[src/rtl/and_gate_if.sv]
// Bus bundle for the and_gate block. It carries the operands, the counter
// clear and every result. The master drives the operands and clear, and the
// slave (the gate) drives the results.
interface and_gate_if #(
  parameter int WIDTH = 1,
  parameter int CNT_W = 16
);
  logic [WIDTH-1:0] a;
  logic [WIDTH-1:0] b;
  logic             clr;
  logic [WIDTH-1:0] y;
  logic [WIDTH-1:0] y_reg;
  logic             y_all;
  logic             rise;
  logic [CNT_W-1:0] high_cnt;

  modport master (
    output a, b, clr,
    input  y, y_reg, y_all, rise, high_cnt
  );

  modport slave (
    input  a, b, clr,
    output y, y_reg, y_all, rise, high_cnt
  );
endinterface

[src/rtl/and_gate.sv]
// Bitwise AND gate with some registered observers:
//   y        - combinational a & b. It stays live even while in reset.
//   y_reg    - y delayed by one clock.
//   y_all    - registered reduction-AND of a & b, which is "every bit set".
//   rise     - one-cycle pulse on the cycle y_all first reads 1.
//   high_cnt - saturating count of edges seen while y_all was 1.
// The rst input is asynchronous and active-high. The clr input clears only
// the counter, on a clock edge.
module and_gate #(
  parameter int WIDTH = 1,
  parameter int CNT_W = 16
) (
  input  logic         clk,
  input  logic         rst,
  and_gate_if.slave    bus
);

  localparam logic [CNT_W-1:0] CNT_MAX = '1;

  logic [WIDTH-1:0] y_next;
  logic             all_next;

  // Pure combinational AND. It has no dependence on clk, rst or clr.
  always_comb begin
    y_next   = bus.a & bus.b;
    all_next = &y_next;
  end

  assign bus.y = y_next;

  // Result pipeline. The rise pulse compares the incoming all-ones value
  // with the value currently held, so it lines up with y_all's first 1.
  always_ff @(posedge clk or posedge rst) begin
    if (rst) begin
      bus.y_reg <= '0;
      bus.y_all <= 1'b0;
      bus.rise  <= 1'b0;
    end else begin
      bus.y_reg <= y_next;
      bus.y_all <= all_next;
      bus.rise  <= all_next & ~bus.y_all;
    end
  end

  // Counter of high cycles. It uses the registered y_all, so it lags y_all
  // by one edge. It sticks at all-ones, and clr takes precedence over counting.
  always_ff @(posedge clk or posedge rst) begin
    if (rst) begin
      bus.high_cnt <= '0;
    end else if (bus.clr) begin
      bus.high_cnt <= '0;
    end else if (bus.y_all && (bus.high_cnt != CNT_MAX)) begin
      bus.high_cnt <= bus.high_cnt + 1'b1;
    end
  end

endmodule

[src/flat_wrapper.sv]
// flat-port wrapper written by rule: the top's interface ports become plain ports
module and_gate_flat 
#(
  parameter int WIDTH = 1,
  parameter int CNT_W = 16
)
  (clk, rst, bus_a, bus_b, bus_clr, bus_y, bus_y_reg, bus_y_all, bus_rise, bus_high_cnt);
  and_gate_if #(.WIDTH(WIDTH), .CNT_W(CNT_W)) bus_i ();
  input  logic clk;
  input  logic rst;
  input wire logic [$bits(bus_i.a)-1:0] bus_a;
  input wire logic [$bits(bus_i.b)-1:0] bus_b;
  input wire logic [$bits(bus_i.clr)-1:0] bus_clr;
  output wire logic [$bits(bus_i.y)-1:0] bus_y;
  output wire logic [$bits(bus_i.y_reg)-1:0] bus_y_reg;
  output wire logic [$bits(bus_i.y_all)-1:0] bus_y_all;
  output wire logic [$bits(bus_i.rise)-1:0] bus_rise;
  output wire logic [$bits(bus_i.high_cnt)-1:0] bus_high_cnt;
  assign bus_i.a = bus_a;
  assign bus_i.b = bus_b;
  assign bus_i.clr = bus_clr;
  assign bus_y = bus_i.y;
  assign bus_y_reg = bus_i.y_reg;
  assign bus_y_all = bus_i.y_all;
  assign bus_rise = bus_i.rise;
  assign bus_high_cnt = bus_i.high_cnt;
  and_gate #(.WIDTH(WIDTH), .CNT_W(CNT_W)) u_core (.clk(clk), .rst(rst), .bus(bus_i));
endmodule
[config.mk]
export PLATFORM = sky130hd
export DESIGN_NAME = and_gate_flat
export DESIGN_NICKNAME = d
export VERILOG_FILES = /design/src/rtl/and_gate_if.sv /design/src/rtl/and_gate.sv /design/src/flat_wrapper.sv
export SDC_FILE = /design/constraint.sdc
export NUM_CORES = 1
export LEC_CHECK = 0
export CORE_AREA = 2 2 56 45
export CTS_BUF_LIST = sky130_fd_sc_hd__clkbuf_2 sky130_fd_sc_hd__clkbuf_4 sky130_fd_sc_hd__clkbuf_8
export CTS_CLUSTER_SIZE = 28
export DETAILED_ROUTE_END_ITERATION = 16
export DIE_AREA = 0 0 58 47
export PLACE_DENSITY = 0.83
export SLEW_MARGIN = 20
export SYNTH_ARGS = -nofsm -noshare
export SYNTH_HDL_FRONTEND = slang
export SYNTH_SLANG_ARGS = --single-unit
[constraint.sdc]
create_clock -name clk -period 1.99 [get_ports clk]
set_clock_uncertainty 0.1 [all_clocks]
set_input_delay 0.597 -clock clk [delete_from_list [all_inputs] [get_ports clk]]
set_output_delay 0.597 -clock clk [all_outputs]
set_load 0.01 [all_outputs]
==> results.md <==
* Worst r2r dst: u_core.bus.high_cnt[13]
* Largest family of logic cells by synthesized area: simple AND/OR/NAND/NOR gates
* DP HPWL at 1.82 mm
* Hold-fix buffers, CTS at 0
* # nets final at 164
* Layout filler cell count at 163
* Setup WS pre-CTS at -0.434 ns
* Initial DRT Pass Iterations at 4
* Row count at 15
* Share of post-route cells with drive strength above 1 at 29.9%
* Synthesized area per cell at 9.70 sq um
* Latest clock arrival within the worst-skew pair at 0.30 ns
* Worst hold slack at 0.494 ns
* Vias in the first global route at 961
* Non-filler cells, final at 182
* TritonCTS clock tree: yes
* Min-Delay Path Class: in2async
* Critical path arrival at 1.25 ns
* Power Total at 0.000674 W
* Drt drc at 0
* Final setup violation count at 0
* Critical path data required time at 1.29 ns
* Final Hold Vio Count at 0
* CP endpoint kind: primary output
* Final worst path period share at 98.0%
* Synth Area in Compound Gates at 11.9%
* Design area at 1540 sq um
* H-Tree Depth at 1
* Placed Area at 1360 sq um
* WL final at 2.66 mm
* Max FFs per register at 16
* Simple-Gate Fraction of Synth Area at 36.3%
* Setup WS post-layout at 0.0401 ns
* Register area share after synthesis at 43.0%
* Max_cap viols at 0
* Vias at 1048
* CP cell instances: clkdlybuf4s50_1
* Syn Nets at 114
* CTS Buf Count at 3
* Commonest cells after routing, fill and taps aside: buf_4, clkdlybuf4s50_1, dfrtp_1, nor2_1, a21oi_1
* Synth Area in Adders at 1.19%
* R2r startpoint: u_core.bus.high_cnt[0]
* Most common cell after layout, fill and taps aside: buf_4
* R2R Setup Slk at 0.10 ns
* Clock root cell: clkbuf_4
* I/O Buffers at 24
* Dpl cells at 161
* Clk slew on worst S/H paths at 0.11 ns
* Via density at 5.76
* Setup crit start kind: register
* RSZ-0062 raised after global routing: no
* Worst-Margin Slew at 0.385 ns
* Achievable Freq at 513 MHz
* Placeable Area at 2180 sq um
* Post-layout min period at 1.95 ns
* Post-Synth XOR/XNOR Area at 0.836%
* Initial detailed-routing violation count at 33
* TritonCTS sink count at 18
* Sequential Area at 458 sq um
* GR Overflow Total at 0
* Leakage at 0.716 nW
* Total track usage at 21.6%
* Initial Util at 48.1%
* Synth Warn # at 0
* CP max stage delay at 0.54 ns
* DIE HEIGHT at 47 um
* Crit path max-delay cell type: clkdlybuf4s50_1
* Slew headroom at 74.1%
* Number of I/O pins at 25
* Post-DRT Antenna Nets at 0
* GP Congestion at 0.810
* Status: complete, no violations
* Mux share of post-synthesis cell area at 3.46%
* Largest net degree at the start of global routing at 19
* Max-slew violations at 0
* Worst vdd ir at 456 uV
* Diodes inserted at 0
* Synth Instances at 108
* Syn-to-layout area delta at 47.2%
* Crit path max-delay family: buffers and inverters
* FF+latch count, synth at 18
* Multi-input gate area in the final layout at 566 sq um
* Cell Area, Synth at 1050 sq um
* Die width at 58 um
* Die area at 2730 sq um
* Crit Path Class: reg2out
* Antenna violations before repair at 0
* Pwr dens at 438 nW/um^2
* Reg2reg path depth at 7
* Worst-case clock buffer depth at 2
* Worst Path Max Fanout at 4
* Routed len/inst at 14.6 um
* Library cells used by synthesis at 36
* First-pass GRT wire length at 4.37 mm
* Worst path bufs/invs at 1
metrics by stage:
stage / setup TNS, ns / util [%]
after floorplan: 0 / -
after global placement: -0.414 / 62.5
after detailed placement: -0.434 / 62.5
after CTS: -0.000308 / 70.1
after global routing: 0 / 70.8
final: 0 / 70.8
power breakdown:
part	switching [W]	internal (W)	total, W
Combinational	0.0000314	0.0000389	0.0000704
Clock	0.000119	0.000112	0.000231
Sequential	0.00000320	0.000370	0.000373
Total	0.000154	0.000521	0.000674
cells in the mapped netlist (all sizes together):
cell type  instances  area share (%)
dfrtp             18              43
a21oi              9             4.3
nand2              9             3.9
nor2               9             3.2
nand4              7             6.2
and4               6             5.3
nor3               6             2.9
inv                4             1.4
nand3              4             1.9
nor2b              4             2.6
or3                4             2.4
clkbuf             3             1.1
nor4               3             4.7
o21ai              3             1.4
mux2               2             2.5
nand2b             2             1.2
o31a               2             1.7
o31ai              2             1.4
or4                2             1.4
a211oi             1            0.72
a31oi              1            0.60
and2               1            0.60
buf                1            0.72
ha                 1             1.2
mux2i              1            0.96
o21ba              1            0.96
o41ai              1            0.84
xor2               1            0.84
routing by layer:
layer	part of all wire (%)	global-route usage, %	routed length, um
met1	45	28.9	1200
met3	6.0	3.86	160
met2	47	34.3	1260
met4	1.6	11.2	43
met5	0	0	0
how the worst max path moves through the flow:
stage	startpoint	to	slack [ns]	cells past startpoint
2_1_floorplan	u_core.bus.high_cnt[0]	u_core.bus.high_cnt[0]	0.11	5
5_1_grt	u_core.bus.y_reg	bus_y_all	0.00001	1
4_1_cts	bus_b	bus_y	-0.0003	3
3_3_place_gp	bus_a	bus_y	-0.41	3
3_5_place_dp	bus_b	bus_y	-0.43	3
6_report	u_core.bus.y_reg	bus_y_all	0.04	1
timing repair:
action | in CTS | in global routing
gates resized for setup | 13 | 3
pin swaps | 0 | 2
setup endpoints to repair | 18 | 6
setup buffers | 16 | 1
area by class of cell:
| type | instances | area share [%] |
|---|---|---|
| clock buffers | 4 | 2.35 |
| multi-input cells | 82 | 36.7 |
| well taps | 25 | 2.03 |
| flip-flops and latches | 18 | 29.7 |
| repair buffers | 49 | 28.2 |
| inverters | 4 | 0.974 |
cell families after synthesis:
kind of cell / Yosys count
fa+ha+maj: 1
xor+xnor: 1
compound gates: 20
mux: 3
flops: 18
simple gates: 57
buf+inv: 8
(Power assumes the default switching activity.)
==> variant (config.mk and constraints unchanged) <==
`CNT_W` is set to 16 in 3 places; all go to 14.
--- a/src/rtl/and_gate_if.sv
+++ b/src/rtl/and_gate_if.sv
@@ -3,7 +3,7 @@
 // slave (the gate) drives the results.
 interface and_gate_if #(
   parameter int WIDTH = 1,
-  parameter int CNT_W = 16
+  parameter int CNT_W = 14
 );
   logic [WIDTH-1:0] a;
   logic [WIDTH-1:0] b;
--- a/src/rtl/and_gate.sv
+++ b/src/rtl/and_gate.sv
@@ -8,7 +8,7 @@
 // the counter, on a clock edge.
 module and_gate #(
   parameter int WIDTH = 1,
-  parameter int CNT_W = 16
+  parameter int CNT_W = 14
 ) (
   input  logic         clk,
   input  logic         rst,
--- a/src/flat_wrapper.sv
+++ b/src/flat_wrapper.sv
@@ -2,7 +2,7 @@
 module and_gate_flat 
 #(
   parameter int WIDTH = 1,
-  parameter int CNT_W = 16
+  parameter int CNT_W = 14
 )
   (clk, rst, bus_a, bus_b, bus_clr, bus_y, bus_y_reg, bus_y_all, bus_rise, bus_high_cnt);
   and_gate_if #(.WIDTH(WIDTH), .CNT_W(CNT_W)) bus_i ();
Interface: changed (resized bus_high_cnt); port bits go from 25 to 23. No check against the original RTL was run, so the function may have changed too.
==> variant against the unedited design <==
  * Total power fell by 18%
  * Sequential cell count fell by 2
  * Area after synthesis fell by 15%
  * Setup slack improved by 0.0065 ns
  * Synthesized cell count fell by 14%
  * Register-to-register slack improved by 0.09 ns
  * Die area did not move
  * Final area fell by 18%
  * Highest routed layer unchanged
  * Wire length fell by 22%
==> variant: results (changes against the unedited design) <==
| Metric | Value |
|---|---|
| FF-to-FF setup slack | 0.19 ns (was 0.10 ns) |
| Buffers, non-clock | 35 (was 49) |
| FILL cells | 198 (was 163) |
| NetSw | 129 uW (was 154 uW) |
| Placed instance area | 1150 um^2 (was 1360 um^2) |
| Ratio of cells with drive above 1 in the final layout | 28.1% (was 29.9%) |
| Outcome | completed (unchanged) |
| Synthesized area | 893 um^2 (was 1050 um^2) |
| Area occupied by multi-input gates | 465 um^2 (was 566 um^2) |
| Reg2reg end | u_core.bus.high_cnt[0]$_DFFE_PP0P_ (was u_core.bus.high_cnt[13]$_DFFE_PP0P_) |
| Hold Path Class | reg -> reg (was in -> async) |
| Fin area | 1270 um^2 (was 1540 um^2) |
| Peak supply drop | 0.366 mV (was 0.456 mV) |
| Met2 usage in global routing | 28.4% (was 34.3%) |
| Lkg Pwr | 0.598 nW (was 0.716 nW) |
| Pin count of the biggest net entering global routing | 17 (was 19) |
| Synth area leaders | dfrtp_1 45%, a21oi_1 5.6%, mux2_2 5.0% (was dfrtp_1 43%, a21oi_1 4.3%, and4_1 4.2%) |
| Seq/total area | 32.3% (was 29.7%) |
| Postcts setup bufs | 3 (was 16) |
| FF-to-FF path depth | 5 (was 7) |
| Crit Path Max Fanout | 5 (was 4) |
| Vias in the first global route | 785 (was 961) |
| Met1 wire length | 941 um (was 1200 um) |
| Met1 usage | 22.2% (was 28.9%) |
| Synth cell count leaders | 16 x dfrtp_1, 10 x a21oi_1, 7 x nor2_1, 5 x nor2b_1 (was 18 x dfrtp_1, 9 x a21oi_1, 9 x nor2_1, 8 x nand2_1, 6 x nor3_1) |
| Via count | 865 (was 1048) |
| Clk cell area share | 1.77% (was 2.35%) |
| Comb pwr share | 9.5% (was 10.4%) |
| Multi-input combinational cell count | 70 (was 82) |
| Clock transition at path regs | 0.09 ns (was 0.11 ns) |
| CP endpoint | bus_high_cnt[8] (was bus_y_all) |
| Area share of buffers outside the clock network | 25.7% (was 28.2%) |
| Post-synthesis sequential area ratio | 44.8% (was 43.0%) |
| Number of DRC markers in iteration 0 | 21 (was 33) |
| Clock sinks | 16 (was 18) |
| Tot GR Track Use | 17.2% (was 21.6%) |
| Syn_nets | 99 (was 114) |
| First-pass GRT wire length | 3430 um (was 4370 um) |
| Yosys cell types | 32 (was 36) |
| Max reg flops | 14 (was 16) |
| Slew headroom | 71.9% (was 74.1%) |
## variant: cell count changes in the layout (fill, tap and decap cells not counted), moves of 4 or more
cell and delta:
nor3_1 -4, clkdlybuf4s50_1 -4, and3_1 +4, buf_4 -12, nand2_1 -4, and4_1 -5, dfrtp_1 -4
## variant: worst min-delay path by stage
stage | to | startpoint | cells past startpoint
CTS | u_core.bus.high_cnt[1]$_DFFE_PP0P_ | u_core.bus.high_cnt[1]$_DFFE_PP0P_ | 2
floorplan | u_core.bus.high_cnt[0]$_DFFE_PP0P_ | rst | 1
global placement | u_core.bus.rise$_DFF_PP0_ | u_core.bus.y_reg$_DFF_PP0_ | 1
finish | u_core.bus.high_cnt[9]$_DFFE_PP0P_ | u_core.bus.high_cnt[9]$_DFFE_PP0P_ | 2
detailed placement | u_core.bus.high_cnt[1]$_DFFE_PP0P_ | u_core.bus.high_cnt[1]$_DFFE_PP0P_ | 2
global route | u_core.bus.high_cnt[10]$_DFFE_PP0P_ | rst | 3
## variant: cell families after synthesis
| kind of cell | after synthesis | share of synthesized area (%) |
|---|---|---|
| muxes | 5 | 6.16 |
| AOI/OAI and AO/OA | 21 | 14.4 |
| buffers and inverters | 7 | 3.36 |
| DFF | 16 | 44.8 |
| and+or+nand+nor | 43 | 29.8 |
| adders and majority gates | 1 | 1.40 |
## variant: stage by stage
step | TNS, ns | worst slack [ns] | std cells | hold WS [ns] | power (mW)
after detailed placement | -0.467 | -0.467 | 140 | 0.476 | 0.392
after floorplan | 0 | 0.300 | 93 | 0.411 | 0.365
final | 0 | 0.0466 | 153 | 0.471 | 0.556
after CTS | 0 | 0.00223 | 146 | 0.493 | 0.564
after global placement | -0.429 | -0.429 | 140 | 0.452 | 0.390
after global routing | 0 | 0.00315 | 153 | 0.510 | 0.589
